===== config.mk =====
export PLATFORM = sky130hd
export DESIGN_NAME = apb_rd_resp_buffer_flat
export DESIGN_NICKNAME = d
export VERILOG_FILES = /design/src/rtl/apb_resp_pkg.sv /design/src/rtl/apb_rd_resp_buffer_if.sv /design/src/rtl/resp_fifo_core.sv /design/src/rtl/apb_rd_resp_buffer.sv /design/src/flat_wrapper.sv
export SDC_FILE = /design/constraint.sdc
export NUM_CORES = 1
export LEC_CHECK = 0
export CAP_MARGIN = 20
export CORE_ASPECT_RATIO = 0.6
export CORE_MARGIN = 1
export CORE_UTILIZATION = 50
export DETAILED_ROUTE_END_ITERATION = 8
export HOLD_SLACK_MARGIN = 0.08
export PLACE_DENSITY = 0.71
export SLEW_MARGIN = 10
export SYNTH_ARGS = -nofsm -noshare
export SYNTH_HDL_FRONTEND = slang
export SYNTH_HIERARCHICAL = 1
export SYNTH_SLANG_ARGS = --single-unit

===== constraint.sdc =====
create_clock -name clk -period 5.31 [get_ports clk]
set_input_delay 1.062 -clock clk [delete_from_list [all_inputs] [get_ports clk]]
set_output_delay 1.062 -clock clk [all_outputs]
set_load 0.01 [all_outputs]

===== src/rtl/apb_resp_pkg.sv =====
// Shared definitions for the APB read-response buffer.
//
// Contents:
//   RESP_TS_W    - width of the per-entry capture timestamp
//   DROP_CNT_W   - width of the saturating dropped-beat counter
//   RESP_DATA_W  - default response data width
//   RESP_SEQ_W   - default sequence tag width
//   resp_entry_t - FIFO entry layout for the default widths
//
// Build option: RESP_TIMESTAMP_EN adds a timestamp field to each entry.
package apb_resp_pkg;

    localparam int unsigned RESP_TS_W   = 16;
    localparam int unsigned DROP_CNT_W  = 16;
    localparam int unsigned RESP_DATA_W = 32;
    localparam int unsigned RESP_SEQ_W  = 8;

    // Field order is data, seq[, ts], MSB first; the top rebuilds the same layout
    // for non-default DATA_W/SEQ_W.
    typedef struct packed {
        logic [RESP_DATA_W-1:0] data;
        logic [RESP_SEQ_W-1:0]  seq;
`ifdef RESP_TIMESTAMP_EN
        logic [RESP_TS_W-1:0]   ts;
`endif
    } resp_entry_t;

endpackage


===== src/rtl/apb_rd_resp_buffer_if.sv =====
// Response-side bus of apb_rd_resp_buffer: the incoming read-response strobe
// (no backpressure) and the outgoing valid/ready stream of buffered entries.
//
// Signals:
//   rd_valid_i, rd_data_i      - read response strobe and data from the APB system
//   out_valid_o, out_ready_i   - head-entry handshake
//   out_data_o, out_seq_o      - head entry data and sequence tag (0 when empty)
//   out_ts_o                   - head entry timestamp (RESP_TIMESTAMP_EN only)
//
// Modports: slave for the buffer, master for whatever drives/consumes it.
// Build option: RESP_TIMESTAMP_EN.
interface apb_rd_resp_buffer_if #(
    parameter int unsigned DATA_W = 32,
    parameter int unsigned SEQ_W  = 8
);
    import apb_resp_pkg::*;

    logic              rd_valid_i;
    logic [DATA_W-1:0] rd_data_i;
    logic              out_valid_o;
    logic              out_ready_i;
    logic [DATA_W-1:0] out_data_o;
    logic [SEQ_W-1:0]  out_seq_o;
`ifdef RESP_TIMESTAMP_EN
    logic [RESP_TS_W-1:0] out_ts_o;

    modport slave (
        input  rd_valid_i, rd_data_i, out_ready_i,
        output out_valid_o, out_data_o, out_seq_o, out_ts_o
    );

    modport master (
        output rd_valid_i, rd_data_i, out_ready_i,
        input  out_valid_o, out_data_o, out_seq_o, out_ts_o
    );
`else
    modport slave (
        input  rd_valid_i, rd_data_i, out_ready_i,
        output out_valid_o, out_data_o, out_seq_o
    );

    modport master (
        output rd_valid_i, rd_data_i, out_ready_i,
        input  out_valid_o, out_data_o, out_seq_o
    );
`endif

endinterface


===== src/rtl/resp_fifo_core.sv =====
// Circular FIFO storage for apb_rd_resp_buffer.
//
// Ports:
//   clk, reset  - clock; asynchronous active-high reset (empties the FIFO)
//   push_i      - write wdata_i at the write pointer (caller guarantees room)
//   pop_i       - advance the read pointer (caller guarantees not empty)
//   wdata_i     - entry to store
//   rdata_o     - entry at the read pointer, combinational
//   full_o      - DEPTH entries held
//   empty_o     - no entries held
//   count_o     - occupancy, wr_ptr - rd_ptr
//
// Pointers carry one extra wrap bit so full and empty are distinguishable
// without a separate counter. DEPTH must be a power of two, >= 2.
module resp_fifo_core #(
    parameter int unsigned DEPTH = 8,
    parameter int unsigned WIDTH = 40
) (
    input  logic                     clk,
    input  logic                     reset,
    input  logic                     push_i,
    input  logic                     pop_i,
    input  logic [WIDTH-1:0]         wdata_i,
    output logic [WIDTH-1:0]         rdata_o,
    output logic                     full_o,
    output logic                     empty_o,
    output logic [$clog2(DEPTH):0]   count_o
);

    localparam int unsigned PTR_W = $clog2(DEPTH);

    logic [WIDTH-1:0] mem_q [DEPTH];
    logic [PTR_W:0]   wr_ptr_q;
    logic [PTR_W:0]   rd_ptr_q;

    // Storage is not reset: stale contents are unreachable once the pointers clear.
    always_ff @(posedge clk) begin
        if (push_i) begin
            mem_q[wr_ptr_q[PTR_W-1:0]] <= wdata_i;
        end
    end

    always_ff @(posedge clk or posedge reset) begin
        if (reset) begin
            wr_ptr_q <= '0;
            rd_ptr_q <= '0;
        end else begin
            if (push_i) begin
                wr_ptr_q <= wr_ptr_q + 1'b1;
            end
            if (pop_i) begin
                rd_ptr_q <= rd_ptr_q + 1'b1;
            end
        end
    end

    assign rdata_o = mem_q[rd_ptr_q[PTR_W-1:0]];
    assign empty_o = (wr_ptr_q == rd_ptr_q);
    assign full_o  = (wr_ptr_q[PTR_W] != rd_ptr_q[PTR_W]) &&
                     (wr_ptr_q[PTR_W-1:0] == rd_ptr_q[PTR_W-1:0]);
    assign count_o = wr_ptr_q - rd_ptr_q;

endmodule


===== src/rtl/apb_rd_resp_buffer.sv =====
// Read-response buffer at the tail of the APB read/write system.
//
// Captures the backpressure-free read-response strobe, optionally suppressing a
// beat identical to the previous cycle's beat, tags every capture with a
// sequence number and queues it for a valid/ready consumer. Beats arriving while
// the FIFO is full (and not popping) are dropped but still consume a sequence
// number, so gaps in the tags expose losses.
//
// Ports:
//   clk, reset   - clock; asynchronous active-high reset
//   bus          - apb_rd_resp_buffer_if.slave: rd_valid_i/rd_data_i in,
//                  out_valid_o/out_ready_i/out_data_o/out_seq_o[/out_ts_o] out
//   clear_i      - synchronous clear of sticky flags, drop count, monotonic history
//   count_o      - FIFO occupancy
//   overflow_o   - sticky: a beat was dropped while full
//   drop_cnt_o   - dropped beats, saturating at all-ones
//   mono_err_o   - sticky: a captured beat was below the previous capture
//
// Build option: RESP_TIMESTAMP_EN stores a free-running 16-bit cycle counter
// with each entry and presents it on bus.out_ts_o.
module apb_rd_resp_buffer
    import apb_resp_pkg::*;
#(
    parameter int unsigned DEPTH  = 8,
    parameter int unsigned DATA_W = 32,
    parameter int unsigned SEQ_W  = 8,
    parameter int unsigned DEDUP  = 1
) (
    input  logic                      clk,
    input  logic                      reset,
    apb_rd_resp_buffer_if.slave       bus,
    input  logic                      clear_i,
    output logic [$clog2(DEPTH):0]    count_o,
    output logic                      overflow_o,
    output logic [DROP_CNT_W-1:0]     drop_cnt_o,
    output logic                      mono_err_o
);

    typedef struct packed {
        logic [DATA_W-1:0]    data;
        logic [SEQ_W-1:0]     seq;
`ifdef RESP_TIMESTAMP_EN
        logic [RESP_TS_W-1:0] ts;
`endif
    } entry_t;

    localparam int unsigned ENTRY_W = $bits(entry_t);

    // Previous-cycle beat, for dedup.
    logic              valid_q;
    logic [DATA_W-1:0] data_q;

    logic [SEQ_W-1:0]      seq_q;
    logic [DROP_CNT_W-1:0] drop_cnt_q;
    logic                  overflow_q;
    logic                  mono_err_q;
    logic                  has_last_q;
    logic [DATA_W-1:0]     last_q;

`ifdef RESP_TIMESTAMP_EN
    logic [RESP_TS_W-1:0]  ts_q;
`endif

    logic               dup;
    logic               cap;
    logic               push;
    logic               pop;
    logic               drop;
    logic               mono_viol;
    logic               fifo_full;
    logic               fifo_empty;
    logic [ENTRY_W-1:0] fifo_rdata;
    entry_t             wr_entry;
    entry_t             rd_entry;

    assign dup       = (DEDUP != 0) && valid_q && (bus.rd_data_i == data_q);
    assign cap       = bus.rd_valid_i && !dup;
    assign pop       = !fifo_empty && bus.out_ready_i;
    // A full FIFO still accepts a beat when the head leaves in the same cycle.
    assign push      = cap && (!fifo_full || pop);
    assign drop      = cap && fifo_full && !pop;
    assign mono_viol = cap && has_last_q && (bus.rd_data_i < last_q);

    always_comb begin
        wr_entry      = '0;
        wr_entry.data = bus.rd_data_i;
        wr_entry.seq  = seq_q;
`ifdef RESP_TIMESTAMP_EN
        wr_entry.ts   = ts_q;
`endif
    end

    resp_fifo_core #(
        .DEPTH (DEPTH),
        .WIDTH (ENTRY_W)
    ) u_fifo (
        .clk     (clk),
        .reset   (reset),
        .push_i  (push),
        .pop_i   (pop),
        .wdata_i (wr_entry),
        .rdata_o (fifo_rdata),
        .full_o  (fifo_full),
        .empty_o (fifo_empty),
        .count_o (count_o)
    );

    assign rd_entry = fifo_rdata;

    // Head is zero-gated so an empty FIFO never shows stale storage.
    assign bus.out_valid_o = !fifo_empty;
    assign bus.out_data_o  = fifo_empty ? '0 : rd_entry.data;
    assign bus.out_seq_o   = fifo_empty ? '0 : rd_entry.seq;
`ifdef RESP_TIMESTAMP_EN
    assign bus.out_ts_o    = fifo_empty ? '0 : rd_entry.ts;
`endif

    always_ff @(posedge clk or posedge reset) begin
        if (reset) begin
            valid_q <= 1'b0;
            data_q  <= '0;
            seq_q   <= '0;
        end else begin
            valid_q <= bus.rd_valid_i;
            data_q  <= bus.rd_data_i;
            // Dropped beats also consume a tag.
            if (cap) begin
                seq_q <= seq_q + SEQ_W'(1);
            end
        end
    end

    // Statistics: an event in the same cycle as clear_i takes precedence.
    always_ff @(posedge clk or posedge reset) begin
        if (reset) begin
            overflow_q <= 1'b0;
            drop_cnt_q <= '0;
            mono_err_q <= 1'b0;
            has_last_q <= 1'b0;
            last_q     <= '0;
        end else begin
            if (drop) begin
                overflow_q <= 1'b1;
                if (clear_i) begin
                    drop_cnt_q <= DROP_CNT_W'(1);
                end else if (drop_cnt_q != '1) begin
                    drop_cnt_q <= drop_cnt_q + DROP_CNT_W'(1);
                end
            end else if (clear_i) begin
                overflow_q <= 1'b0;
                drop_cnt_q <= '0;
            end

            if (mono_viol) begin
                mono_err_q <= 1'b1;
            end else if (clear_i) begin
                mono_err_q <= 1'b0;
            end

            if (cap) begin
                last_q     <= bus.rd_data_i;
                has_last_q <= 1'b1;
            end else if (clear_i) begin
                has_last_q <= 1'b0;
            end
        end
    end

`ifdef RESP_TIMESTAMP_EN
    always_ff @(posedge clk or posedge reset) begin
        if (reset) begin
            ts_q <= '0;
        end else begin
            ts_q <= ts_q + RESP_TS_W'(1);
        end
    end
`endif

    assign overflow_o = overflow_q;
    assign drop_cnt_o = drop_cnt_q;
    assign mono_err_o = mono_err_q;

endmodule


===== src/flat_wrapper.sv =====
// flat-port wrapper written by rule: the top's interface ports become plain ports
module apb_rd_resp_buffer_flat import apb_resp_pkg::*;
#(
    parameter int unsigned DEPTH  = 8,
    parameter int unsigned DATA_W = 32,
    parameter int unsigned SEQ_W  = 8,
    parameter int unsigned DEDUP  = 1
)
  (clk, reset, clear_i, count_o, overflow_o, drop_cnt_o, mono_err_o, bus_rd_valid_i, bus_rd_data_i, bus_out_ready_i, bus_out_valid_o, bus_out_data_o, bus_out_seq_o);
  apb_rd_resp_buffer_if #(.DATA_W(DATA_W), .SEQ_W(SEQ_W)) bus_i ();
  input  logic clk;
  input  logic reset;
  input  logic clear_i;
  output logic [$clog2(DEPTH):0] count_o;
  output logic overflow_o;
  output logic [DROP_CNT_W-1:0] drop_cnt_o;
  output logic mono_err_o;
  input wire logic [$bits(bus_i.rd_valid_i)-1:0] bus_rd_valid_i;
  input wire logic [$bits(bus_i.rd_data_i)-1:0] bus_rd_data_i;
  input wire logic [$bits(bus_i.out_ready_i)-1:0] bus_out_ready_i;
  output wire logic [$bits(bus_i.out_valid_o)-1:0] bus_out_valid_o;
  output wire logic [$bits(bus_i.out_data_o)-1:0] bus_out_data_o;
  output wire logic [$bits(bus_i.out_seq_o)-1:0] bus_out_seq_o;
  assign bus_i.rd_valid_i = bus_rd_valid_i;
  assign bus_i.rd_data_i = bus_rd_data_i;
  assign bus_i.out_ready_i = bus_out_ready_i;
  assign bus_out_valid_o = bus_i.out_valid_o;
  assign bus_out_data_o = bus_i.out_data_o;
  assign bus_out_seq_o = bus_i.out_seq_o;
  apb_rd_resp_buffer #(.DEPTH(DEPTH), .DATA_W(DATA_W), .SEQ_W(SEQ_W), .DEDUP(DEDUP)) u_core (.clk(clk), .reset(reset), .bus(bus_i), .clear_i(clear_i), .count_o(count_o), .overflow_o(overflow_o), .drop_cnt_o(drop_cnt_o), .mono_err_o(mono_err_o));
endmodule

==> flow_summary.yaml <==
status:
  status: "completed"
clocking:
  clockBufferDepth: 3
  holdBufCountCts: 0
  postCtsResizedCells: 0
  clkSlewWorstSetupHoldPaths_ns: 0.06
  htreeDepth: 2
  cts_buffers: 39
  cts_tree: "done"
  clk_latency_ns: 0.55
  cts_root_buf: "clkbuf_16"
  post_cts_buffers: 0
  cts.sinks: 420
synth:
  netlist_instances: 1097
  muxShareOfSynthArea_pct: 10.7
  synthTopCellsByCount: "edfxtp_1, nand2_1, dfrtp_1"
  avgSynthCellArea_sq_um: 15.9
  yosysWarnings: 6
  syn_area_sq_mm: 0.0175
  synth_top_family_by_area: "multiplexers"
  ys_top_cells_by_area: "edfxtp_1, dfrtp_1, mux4_2, nand2_1, ha_1"
  synth_top_area_share_pct: 54.9
  synth-xor-area-share_pct: 2.40
  synthSimpleGateAreaFrac_pct: 8.91
  synth_fp_nets: 1173
  yosysSeqAreaShare_pct: 69.3
  synth_seq_cells: 420
  synthAdderAreaFrac_pct: 2.83
  synth-compound-area-share_pct: 3.08
  synth_edf_count: 320
  yosysMostFrequentCell: "edfxtp_1"
  yosysTopAreaCell: "edfxtp_1"
  synth-async-reset-ratio_pct: 23.8
  ys_types: 52
  synth-main-ff-cell: "edfxtp_1"
layout:
  design_area_sq_mm: 0.0206
  area_growth_pct: 17.7
  fin_cells: 1730
  nNetsFinal: 1314
  drive_gt1_share_pct: 16.7
pwr:
  max-vdd-ir-drop_mv: 0.477
  power.density_mw_per_mm2: 535
  p_total_w: 0.0110
  leakage_nw: 7.53
sta:
  rsz0062_at_grt: "false"
  finalCritPeriodShare_pct: 82.8
  fin_worst_skew_ns: 0.0250
  hold_violations: 0
  worst_slew_pin_slew_ns: 1.00
  max_slew_margin_pct: 33.4
  final_max_slew_viol_count: 0
  setup_viol: 0
  max_freq_mhz: 227
  min_period_ns: 4.40
  fin_tns_setup_ns: 0
  whs_ns: 0.491
floorplanning:
  initial_core_util_pct: 51.3
  die-area_sq_mm: 0.0358
  num_rows: 52
  dieHeight_um: 147
  die_width_um: 243
  coreArea_sq_mm: 0.0341
  ios: 100
detailed_routing:
  drt_iter0_drc: 990
  ant_nets: 0
  drc: 0
  vias: 10100
  drt-total-wl_um: 41700
  avgRoutedWirePerCell_um: 24.1
  drt_first_pass_iters: 5
  via_per_inst: 5.86
setup_path:
  cp_cell_sequence: "buf_4 -> buf_4 -> mux4_2 -> nand2_1 -> nand2_1 -> nor2b_1 -> clkdlybuf4s50_1"
  cp_max_fo: 63
  critPathLaunchType: "flop"
  critPathArrivalTime_ns: 3.34
  crit_type: "reg -> out"
  slowest_stage: "buf_4"
  required_ns: 4.25
  worstSetupEndpointType: "primary output"
  critPathMaxStageDelay_ns: 0.74
worst_hold_path:
  worstHoldPathType: "reg -> reg"
placement:
  io_buffer_count: 99
  gp_congestion: 0.857
  place_area_sq_mm: 0.0193
  dp_hpwl_um: 25200
  dp.cells: 1656
grt:
  grt_use_total_pct: 24.2
  grt_pass1_wl_um: 63700
  grt_overflow: 0
  grt_max_degree: 84
  antenna_found_initial: 3
  grt_pass1_vias: 9981
job:
  maxCapViolCount: 0
final timing paths:
check                                           from  slack (ns)                        end  cells past startpoint
max                        u_core/u_fifo/rd_ptr_q[2]        0.91          bus_out_data_o[3]                      7
min                                u_core/has_last_q        0.49          u_core/has_last_q                      1
max reg2reg                u_core/u_fifo/wr_ptr_q[0]        1.51      u_core/drop_cnt_o[11]                      9
min reg2reg                        u_core/has_last_q        0.49          u_core/has_last_q                      1
max in group asynchronous                      reset        3.20          u_core/last_q[24]                      3
min in group asynchronous                      reset        0.88  u_core/u_fifo/rd_ptr_q[0]                      2
layer usage:
metal	vias to the layer above	track usage (%)	wire, um
met3	50	5.19	3950
met5	-	0	12
met2	467	33.4	17900
li1	4406	-	-
met1	5218	39.2	19300
met4	2	5.09	556
through the flow:
step | worst slack [ns] | utilization (%)
after floorplan | 0.829 | -
after global placement | 0.937 | 56.5
after detailed placement | 0.858 | 56.5
after CTS | 0.845 | 60.4
after global routing | 0.708 | 60.4
final | 0.911 | 60.4
layout by cell type, fill, tap and decap left out, drive strengths merged, types with 2 or more instances in the layout:
| master | n |
|---|---|
| a21oi | 17 |
| o31ai | 5 |
| dfrtp | 100 |
| xor2 | 34 |
| o211ai | 4 |
| nand2b | 2 |
| clkinv | 7 |
| edfxtp | 320 |
| ha | 38 |
| clkbuf | 62 |
| mux2 | 6 |
| or4 | 7 |
| a31o | 2 |
| or3 | 2 |
| nor2 | 25 |
| nor4 | 14 |
| a22o | 2 |
| buf | 44 |
| clkdlybuf4s50 | 99 |
| a31oi | 5 |
| nand2 | 178 |
| mux4 | 80 |
| nor4b | 4 |
| inv | 47 |
| nor2b | 45 |
| and3 | 10 |
| xnor2 | 14 |
| o21ai | 45 |
| nand4 | 17 |
| nand3 | 9 |
| nor3 | 7 |
| diode | 2 |
| a211oi | 4 |
| bufinv | 2 |
flip-flops by register name (all words and copies together) (netlist names):
| name | cells |
|---|---|
| u_core/has_last_q | 1 |
| u_core/u_fifo/rd_ptr_q | 4 |
| u_core/seq_q | 8 |
| u_core/u_fifo/mem_q | 320 |
| u_core/mono_err_o | 1 |
| u_core/u_fifo/wr_ptr_q | 4 |
| u_core/overflow_o | 1 |
| u_core/valid_q | 1 |
| u_core/drop_cnt_o | 16 |
| u_core/last_q | 32 |
| u_core/data_q | 32 |
layout make-up:
cell class                 instances  area, sq um
inverter                          46          175
timing repair buffer             143         1420
clock buffer                      62         1210
fill                            2582        13500
sequential                       420        12100
clock inverter                    10          113
antenna                            2         5.00
multi-input combinational        588         4970
tap                              459          574
report_power, final:
group          switching [W]  internal (W)  leakage (nW)
Clock                0.00118       0.00167         0.655
Combinational        0.00205       0.00179          2.74
Sequential          0.000224       0.00411          4.14
worst max-delay path: cells and delay by family (launching register included):
kind / cells / cell delay, ns
buffers and inverters: 3 / 1.69
and+or+nand+nor: 3 / 0.33
muxes: 1 / 0.36
DFF: 1 / 0.41
kinds of logic after synthesis:
kind of cell	count (synthesis)
DFF	420
adders and majority gates	39
AOI/OAI and AO/OA	90
and+or+nand+nor	325
xor gates and xnor gates	48
muxes	86
buffers and inverters	89
No activity file was read; power rests on OpenSTA's default activity.
